## src/rtl/ram_64_8_ctrl_if.sv

```systemverilog
// Client-side request/response channel of the 64x8 RAM controller.
// The master issues requests and takes responses; the slave is the controller.
interface ram_64_8_ctrl_if;
  logic       req_valid;
  logic       req_ready;
  logic       req_we;
  logic [5:0] req_addr;
  logic [7:0] req_wdata;
  logic       rsp_valid;
  logic       rsp_ready;
  logic [7:0] rsp_data;

  modport master (
    output req_valid, req_we, req_addr, req_wdata, rsp_ready,
    input  req_ready, rsp_valid, rsp_data
  );

  modport slave (
    input  req_valid, req_we, req_addr, req_wdata, rsp_ready,
    output req_ready, rsp_valid, rsp_data
  );
endinterface

```

## src/rtl/ram_64_8_ctrl.sv

```systemverilog
// Request-side controller for the 64x8 single-port RAM: optional clear after reset,
// zero-latency writes, and reads returned over a valid/ready response channel.
module ram_64_8_ctrl #(
  parameter bit         CLEAR_ON_RESET = 1'b1,
  parameter logic [7:0] INIT_VALUE     = 8'h00
) (
  input  logic                 clk,
  input  logic                 rst_n,
  ram_64_8_ctrl_if.slave       bus,
  output logic                 init_done,
  output logic [7:0]           ram_data,
  output logic [5:0]           ram_addr,
  output logic                 ram_we,
  input  logic [7:0]           ram_q
);

  typedef enum logic [1:0] {StInit, StIdle, StRdWait, StResp} state_e;

  state_e     state_q;
  logic [5:0] cnt_q;
  logic       rsp_valid_q;
  logic [7:0] rsp_data_q;
  logic       init_done_q;
  logic       req_fire;
  logic       rsp_fire;

  assign req_fire = rst_n && (state_q == StIdle) && bus.req_valid;
  assign rsp_fire = rsp_valid_q && bus.rsp_ready;

  always_ff @(posedge clk) begin
    if (!rst_n) begin
      state_q     <= StInit;
      cnt_q       <= 6'd0;
      rsp_valid_q <= 1'b0;
      rsp_data_q  <= 8'h00;
      init_done_q <= 1'b0;
    end else begin
      case (state_q)
        StInit: begin
          // Leave on the edge that writes the last location; the counter never wraps.
          if (!CLEAR_ON_RESET || cnt_q == 6'd63) begin
            state_q     <= StIdle;
            init_done_q <= 1'b1;
          end else begin
            cnt_q <= cnt_q + 6'd1;
          end
        end
        StIdle: begin
          if (req_fire && !bus.req_we) state_q <= StRdWait;
        end
        StRdWait: begin
          rsp_data_q  <= ram_q;
          rsp_valid_q <= 1'b1;
          state_q     <= StResp;
        end
        StResp: begin
          if (rsp_fire) begin
            rsp_valid_q <= 1'b0;
            state_q     <= StIdle;
          end
        end
        default: state_q <= StInit;
      endcase
    end
  end

  // In IDLE the RAM port follows the request directly so writes finish on the accept edge.
  always_comb begin
    ram_we   = 1'b0;
    ram_addr = 6'd0;
    ram_data = 8'h00;
    if (rst_n) begin
      case (state_q)
        StInit: begin
          if (CLEAR_ON_RESET) begin
            ram_we   = 1'b1;
            ram_addr = cnt_q;
            ram_data = INIT_VALUE;
          end
        end
        StIdle: begin
          ram_we   = bus.req_valid & bus.req_we;
          ram_addr = bus.req_addr;
          ram_data = bus.req_wdata;
        end
        default: ;
      endcase
    end
  end

  assign bus.req_ready = rst_n && (state_q == StIdle);
  assign bus.rsp_valid = rsp_valid_q;
  assign bus.rsp_data  = rsp_data_q;
  assign init_done     = init_done_q;

endmodule

```

## src/flat_wrapper.sv

```systemverilog
// flat-port wrapper written by rule: the top's interface ports become plain ports
module ram_64_8_ctrl_flat 
#(
  parameter bit         CLEAR_ON_RESET = 1'b1,
  parameter logic [7:0] INIT_VALUE     = 8'h00
)
  (clk, rst_n, init_done, ram_data, ram_addr, ram_we, ram_q, bus_req_valid, bus_req_we, bus_req_addr, bus_req_wdata, bus_rsp_ready, bus_req_ready, bus_rsp_valid, bus_rsp_data);
  ram_64_8_ctrl_if bus_i ();
  input  logic clk;
  input  logic rst_n;
  output logic init_done;
  output logic [7:0] ram_data;
  output logic [5:0] ram_addr;
  output logic ram_we;
  input  logic [7:0] ram_q;
  input wire logic [$bits(bus_i.req_valid)-1:0] bus_req_valid;
  input wire logic [$bits(bus_i.req_we)-1:0] bus_req_we;
  input wire logic [$bits(bus_i.req_addr)-1:0] bus_req_addr;
  input wire logic [$bits(bus_i.req_wdata)-1:0] bus_req_wdata;
  input wire logic [$bits(bus_i.rsp_ready)-1:0] bus_rsp_ready;
  output wire logic [$bits(bus_i.req_ready)-1:0] bus_req_ready;
  output wire logic [$bits(bus_i.rsp_valid)-1:0] bus_rsp_valid;
  output wire logic [$bits(bus_i.rsp_data)-1:0] bus_rsp_data;
  assign bus_i.req_valid = bus_req_valid;
  assign bus_i.req_we = bus_req_we;
  assign bus_i.req_addr = bus_req_addr;
  assign bus_i.req_wdata = bus_req_wdata;
  assign bus_i.rsp_ready = bus_rsp_ready;
  assign bus_req_ready = bus_i.req_ready;
  assign bus_rsp_valid = bus_i.rsp_valid;
  assign bus_rsp_data = bus_i.rsp_data;
  ram_64_8_ctrl #(.CLEAR_ON_RESET(CLEAR_ON_RESET), .INIT_VALUE(INIT_VALUE)) u_core (.clk(clk), .rst_n(rst_n), .bus(bus_i), .init_done(init_done), .ram_data(ram_data), .ram_addr(ram_addr), .ram_we(ram_we), .ram_q(ram_q));
endmodule
```

## config.mk

```make
export PLATFORM = sky130hd
export DESIGN_NAME = ram_64_8_ctrl_flat
export DESIGN_NICKNAME = d
export VERILOG_FILES = /design/src/rtl/ram_64_8_ctrl_if.sv /design/src/rtl/ram_64_8_ctrl.sv /design/src/flat_wrapper.sv
export SDC_FILE = /design/constraint.sdc
export NUM_CORES = 1
export LEC_CHECK = 0
export ABC_CLOCK_PERIOD_IN_PS = 3400
export CORE_MARGIN = 4
export CORE_UTILIZATION = 42
export CTS_BUF_LIST = sky130_fd_sc_hd__clkbuf_8 sky130_fd_sc_hd__clkbuf_16
export CTS_CLUSTER_SIZE = 14
export DETAILED_ROUTE_END_ITERATION = 8
export HOLD_SLACK_MARGIN = 0.02
export PLACE_DENSITY = 0.85
export SLEW_MARGIN = 5
export SYNTH_ARGS = -nofsm -noshare
export SYNTH_HDL_FRONTEND = slang
export SYNTH_SLANG_ARGS = --single-unit
```

## constraint.sdc

```tcl
create_clock -name clk -period 3.4 [get_ports clk]
set_clock_uncertainty 0.2 [all_clocks]
set_input_delay 0.51 -clock clk [delete_from_list [all_inputs] [get_ports clk]]
set_output_delay 0.51 -clock clk [all_outputs]
set_load 0.005 [all_outputs]
```

# Yosys cells after proc, flatten, opt, wreduce, memory -nomap -nowiden

Index checks and enable logic that the tools add are counted.

Register bits: 18
Input port bits: 27
Output and inout bits: 26
Word-level logic and storage cells: 38

$add $sub $neg: 1
Equality and inequality tests: 7
Multiplexer cells: 12
Bitwise logic cells: 2
Reductions and logical operators: 11

Operators by type and width:

| cell                                                                    | count |
|---|---|
| 8-bit 2-to-1 mux                                                        | 2 |
| 6-bit case mux with 2 select lines                                      | 1 |
| 2-bit case mux with 4 select lines                                      | 1 |
| 6-bit by 1-bit adder with 6-bit output, second input constant           | 1 |
| 6-bit equality test, second input constant                              | 1 |
| 2-bit 2-to-1 mux                                                        | 3 |
| 6-bit 2-to-1 mux                                                        | 1 |
| 2-bit AND reduction                                                     | 3 |
| 2-bit equality test, second input constant                              | 2 |
| 1-bit logical AND                                                       | 4 |
| 2-bit by 1-bit inequality test with 1-bit output, second input constant | 2 |
| 1-bit case mux with 2 select lines                                      | 2 |
| 3-bit AND reduction                                                     | 1 |
| 2-bit by 1-bit equality test with 1-bit output, second input constant   | 1 |
| 2-bit logical NOT                                                       | 1 |
| 1-bit 2-to-1 mux                                                        | 2 |
| 2-bit inequality test, second input constant                            | 1 |
| 2-bit nonzero test                                                      | 1 |
| 1-bit AND                                                               | 1 |
| 1-bit logical NOT                                                       | 1 |
| 1-bit NOT                                                               | 1 |

# Longest topological paths before layout

Depth after elaboration: 6
Mapped depth: 7
Gate-level depth less buffers: 6

# Worst setup path after synthesis

No wires, ideal clock.

Kind: reg-to-output
Start: register u_core.state_q[1]
End: output ram_addr[2]
Data arrival time: 1.233 ns
Data required time: 2.690 ns
Slack: 1.457 ns
Cell stages (with the launch flop): 7
Buffers on the path: 2
Path through: dfxtp_1 > inv_1 > ha_1 > clkbuf_1 > clkbuf_1 > nand2_1 > a21boi_0

Cells in the longest elaborated chain, start to end: 3
Elaborated cells between the ends (all ways): 4
Classes of those cells: eq/ne: 1; mux: 2; reduce/logical: 1

Ends and longest elaborated chain:

| element                                                                                    | line                | RTL |
|---|---|---|
| start, declared                                                                            | ram_64_8_ctrl.sv:19 | `state_e state_q;` |
| start signal, assigned                                                                     | ram_64_8_ctrl.sv:32 | `state_q <= StInit;` |
| start signal, assigned                                                                     | ram_64_8_ctrl.sv:42 | `state_q <= StIdle;` |
| start signal, assigned                                                                     | ram_64_8_ctrl.sv:49 | `if (req_fire && !bus.req_we) state_q <= StRdWait;` |
| 2-bit by 1-bit equality test with 1-bit output / 2-bit logical NOT (equally long branches) | ram_64_8_ctrl.sv:73 | `case (state_q)` |
| 6-bit case mux with 2 select lines (*)                                                     | ram_64_8_ctrl.sv:73 |  |
| 6-bit 2-to-1 mux (*)                                                                       | ram_64_8_ctrl.sv:72 | `if (rst_n) begin` |
| end, declared                                                                              | flat_wrapper.sv:13  | `output logic [5:0] ram_addr;` |

Mark *: on every way between the ends. The rest lies on a longest branch, timed or not.

# Final worst setup path

Start: input rst_n
End: output ram_data[1]

Cells in the longest elaborated chain, start to end: 1

Ends and longest elaborated chain:

| element          | line                | RTL |
|---|---|---|
| start, declared  | flat_wrapper.sv:10  | `input logic rst_n;` |
| 8-bit 2-to-1 mux | ram_64_8_ctrl.sv:72 |  |
| end, declared    | flat_wrapper.sv:12  | `output logic [7:0] ram_data;` |

No other way between the ends.

==> Implementation_results.wiki <==
{| class="wikitable"
! Metric !! Value
|-
| Setup repair after global routing missed its margin || false
|-
| Height of the die || 56.97 um
|-
| Share of synthesized cell area in and, or, nand and nor gates || 27.33%
|-
| Result of the run || complete, no violations
|-
| Core region area || 0.002255 mm^2
|-
| Ratio of routed vias to standard cells || 5.246
|-
| Static power due to leakage || 0.6080 nW
|-
| Distinct cell type count of the synthesized netlist || 28
|-
| Worst vdd rail ir drop || 0.2964 mV
|-
| CTS clock-pin slew for the worst setup and hold paths || 0.07 ns
|-
| Area share of xor/xnor cells in the synthesized design || 0.8696%
|-
| Headroom to the max-slew limit || 59.99%
|-
| Post-Route Utilization || 70.92%
|-
| Reg-to-reg critical path endpoint || u_core.state_q[0]$_SDFFE_PN0P_
|-
| Worst flop-to-flop path startpoint || u_core.state_q[1]$_SDFFE_PN0P_
|-
| Beginning of the critical path || rst_n
|-
| Min Clock Period, post-route || 2.843 ns
|-
| Area of the die || 0.003246 mm^2
|-
| First-pass GRT wire length || 4326 um
|-
| Number of global-route vias before repair || 1011
|-
| Antenna Cells || 0
|-
| Number of cells on the worst hold path || 1
|-
| Top achievable clock speed || 0.3518 GHz
|-
| Gate Count Post-Synth || 113
|-
| Cell chosen for the clock root || sky130_fd_sc_hd__clkbuf_8
|-
| Total detailed-routing wirelength || 2669 um
|-
| Synthesized area per cell || 8.913 um^2
|-
| Seq cells post-synth || 18
|-
| Number of placed instances, taps included || 187
|-
| Total CTS buffers || 3
|-
| Register-to-register setup slack || 1.41 ns
|-
| Post-CTS setup buffer count || 0
|-
| Final hold violations || 0
|-
| Antenna violations before repair || 0
|-
| Chip width || 56.97 um
|-
| Ratio of cells with drive above 1 in the final layout || 4.294%
|-
| Clock sink count || 18
|-
| Total Routing Usage GR || 16.77%
|-
| Post-synthesis adder-cell area fraction || 7.453%
|-
| Nature of the critical path endpoint || output port
|-
| Largest net degree at the start of global routing || 23
|-
| Effective utilization at floorplan || 44.67%
|-
| Portion of netlist area occupied by mux cells || 9.938%
|-
| Number of endpoints failing setup at the final stage || 0
|-
| Startpoint class of the critical path || input pin
|-
| Netlist area before placement || 0.001007 mm^2
|-
| Source-to-sink clock delay at the later pin of the worst-skew pair || 0.25 ns
|-
| Most frequent standard cell in the layout excluding fill and tap cells || sky130_fd_sc_hd__clkdlybuf4s50_1
|-
| Most numerous cell on the critical path || sky130_fd_sc_hd__clkdlybuf4s50_1
|-
| Total Negative Setup Slacks || 0 ns
|-
| # resized after CTS || 0
|-
| Post-layout net count || 197
|-
| Number of levels the H-tree was split into || 1
|-
| Arrival time worst endpoint || 2.13 ns
|-
| Required @ worst endpoint || 2.69 ns
|-
| Peak fanout along the critical path || 22
|-
| Worst hold path endpoint || u_core.init_done$_SDFFE_PN0P_
|-
| Fraction of the cycle the final worst path needs || 83.61%
|-
| Fraction of the yosys area taken by sequential cells || 35.78%
|-
| Post-DRT Antenna Nets || 0
|-
| Largest family of logic cells by synthesized area || simple AND/OR/NAND/NOR gates
|-
| Rows || 17
|-
| Post-DP Area || 0.001544 mm^2
|-
| Count of routing violations after the opening detailed-route iteration || 22
|-
| Syn_nets || 146
|-
| Yosys synthesis warning count || 0
|-
| Number of violations of the max-capacitance limit || 0
|-
| Number of max-slew violations in the final report || 0
|-
| Slowest cell delay on critical path || 0.85 ns
|-
| Number of hold buffers added after cts || 0
|-
| Post-Layout Inst Area || 0.001599 mm^2
|-
| Power Dens Cells || 425.0 mW/mm^2
|-
| Most used cells in the layout excluding fill and tap cells || sky130_fd_sc_hd__clkdlybuf4s50_1 (52), sky130_fd_sc_hd__dfxtp_1 (18), sky130_fd_sc_hd__nor2b_1 (15), sky130_fd_sc_hd__mux2i_1 (10), sky130_fd_sc_hd__nand2_1 (9)
|-
| Overflow after GRT || 0
|-
| First-pass DRT Iterations || 4
|-
| Bufs on Longest Clock Path || 2
|-
| TritonCTS clock tree || done
|-
| Number of design rule violations left after detail routing || 0
|-
| HPWL after DPL || 2067 um
|-
| Detailed-route via count || 1002
|-
| Highest-delay cell along the critical path || sky130_fd_sc_hd__clkdlybuf4s50_1
|-
| Port Buffers || 52
|-
| Fraction of the mapped netlist area in compound gates || 14.16%
|-
| Critical path class || in2out
|-
| Transition at the pin with the smallest max-transition slack || 0.5982 ns
|-
| Area added between synthesis and finish || 58.76%
|-
| Layout Cells excl Fill || 191
|-
| Post-DR wirelength/cell || 13.97 um
|-
| Weighted congestion reported at the end of routability-driven placement || 0.7922
|-
| Startpoint of the most critical hold path || u_core.init_done$_SDFFE_PN0P_
|-
| Worst reg2reg path depth || 4
|-
| Number of primary I/O pins || 53
|-
| Cells along the critical path || clkdlybuf4s50_1, and3_1, clkdlybuf4s50_1
|-
| Worst min-delay path class || reg2reg
|}
## synthesized netlist by cell type (all sizes together)
master,n,area [um^2]
o31ai,1,7.510
a22oi,5,37.54
a41o,1,10.01
o211a,1,10.01
a222oi,1,10.01
o21ai,3,15.01
clkbuf,7,26.28
nand2b,1,6.260
xnor2,1,8.760
dfxtp,18,360.4
nor2,2,7.510
a21oi,2,10.01
nand2,9,33.78
inv,5,18.77
nand3,3,15.01
a31oi,2,12.51
nand4,2,27.53
o21a,1,7.510
or3,1,6.260
and3,8,50.05
and2,4,27.53
nand3b,1,7.510
nor2b,15,93.84
mux2i,10,100.1
ha,6,75.07
a21boi,3,22.52
## layout make-up
cell class | instances | area [um^2]
inverters | 5 | 18.77
fillers | 204 | 655.6
flip-flops and latches | 18 | 360.3
repair buffers | 53 | 528.0
well taps | 28 | 35.03
clock buffers | 4 | 55.05
multi-input cells | 83 | 601.8
## flip-flops by register name, indices dropped and copies added (netlist names)
register	flops
u_core.bus.rsp_data	8
u_core.cnt_q	6
u_core.state_q	2
u_core.bus.rsp_valid	1
u_core.init_done	1
## kinds of logic (layout without fill, tap and decap cells)
group | after synthesis | count (layout)
AND/OR/NAND/NOR | 46 | 46
AO/OA/AOI/OAI | 20 | 20
flip-flops | 18 | 18
buffers and inverters | 12 | 62
multiplexers | 10 | 10
adder cells (fa/ha/maj) | 6 | 6
XOR/XNOR | 1 | 1
## worst max path at each step
stage	endpoint	cells after the start
after CTS	ram_data[4]	3
final	ram_data[1]	3
after detailed placement	ram_data[4]	3
after floorplan	ram_addr[2]	6
after global placement	ram_addr[2]	3
after global routing	ram_we	3
## where the power goes
part / switching, mW / internal, mW
Combinational: 0.111 / 0.141
Clock: 0.0725 / 0.103
Sequential: 0.0221 / 0.230
Total: 0.206 / 0.474
## critical path: cells and delay by family
| kind | cells | cell delay, ns |
|---|---|---|
| AND/OR/NAND/NOR | 1 | 0.26 |
| buffers and inverters | 2 | 1.35 |
## through the flow
step | setup slack (ns) | hold WS [ns] | total power [mW]
final | 0.5574 | 0.2648 | 0.6796
after global routing | 0.4645 | 0.3198 | 0.7282
after CTS | 0.5723 | 0.2697 | 0.6884
after detailed placement | 0.5868 | 0.2526 | 0.5081
after global placement | 0.6249 | 0.2504 | 0.4937
after floorplan | 1.457 | 0.2614 | 0.3884
## routing by layer
layer	up-vias	global-route usage, %	share of wire [%]
li1	494	-	-
met1	459	17.48	40
met2	41	30.67	49
met3	8	5.430	8.3
met4	0	6.954	2.2
met5	-	0	0
Note: power is estimated with default switching activity, not from simulation.
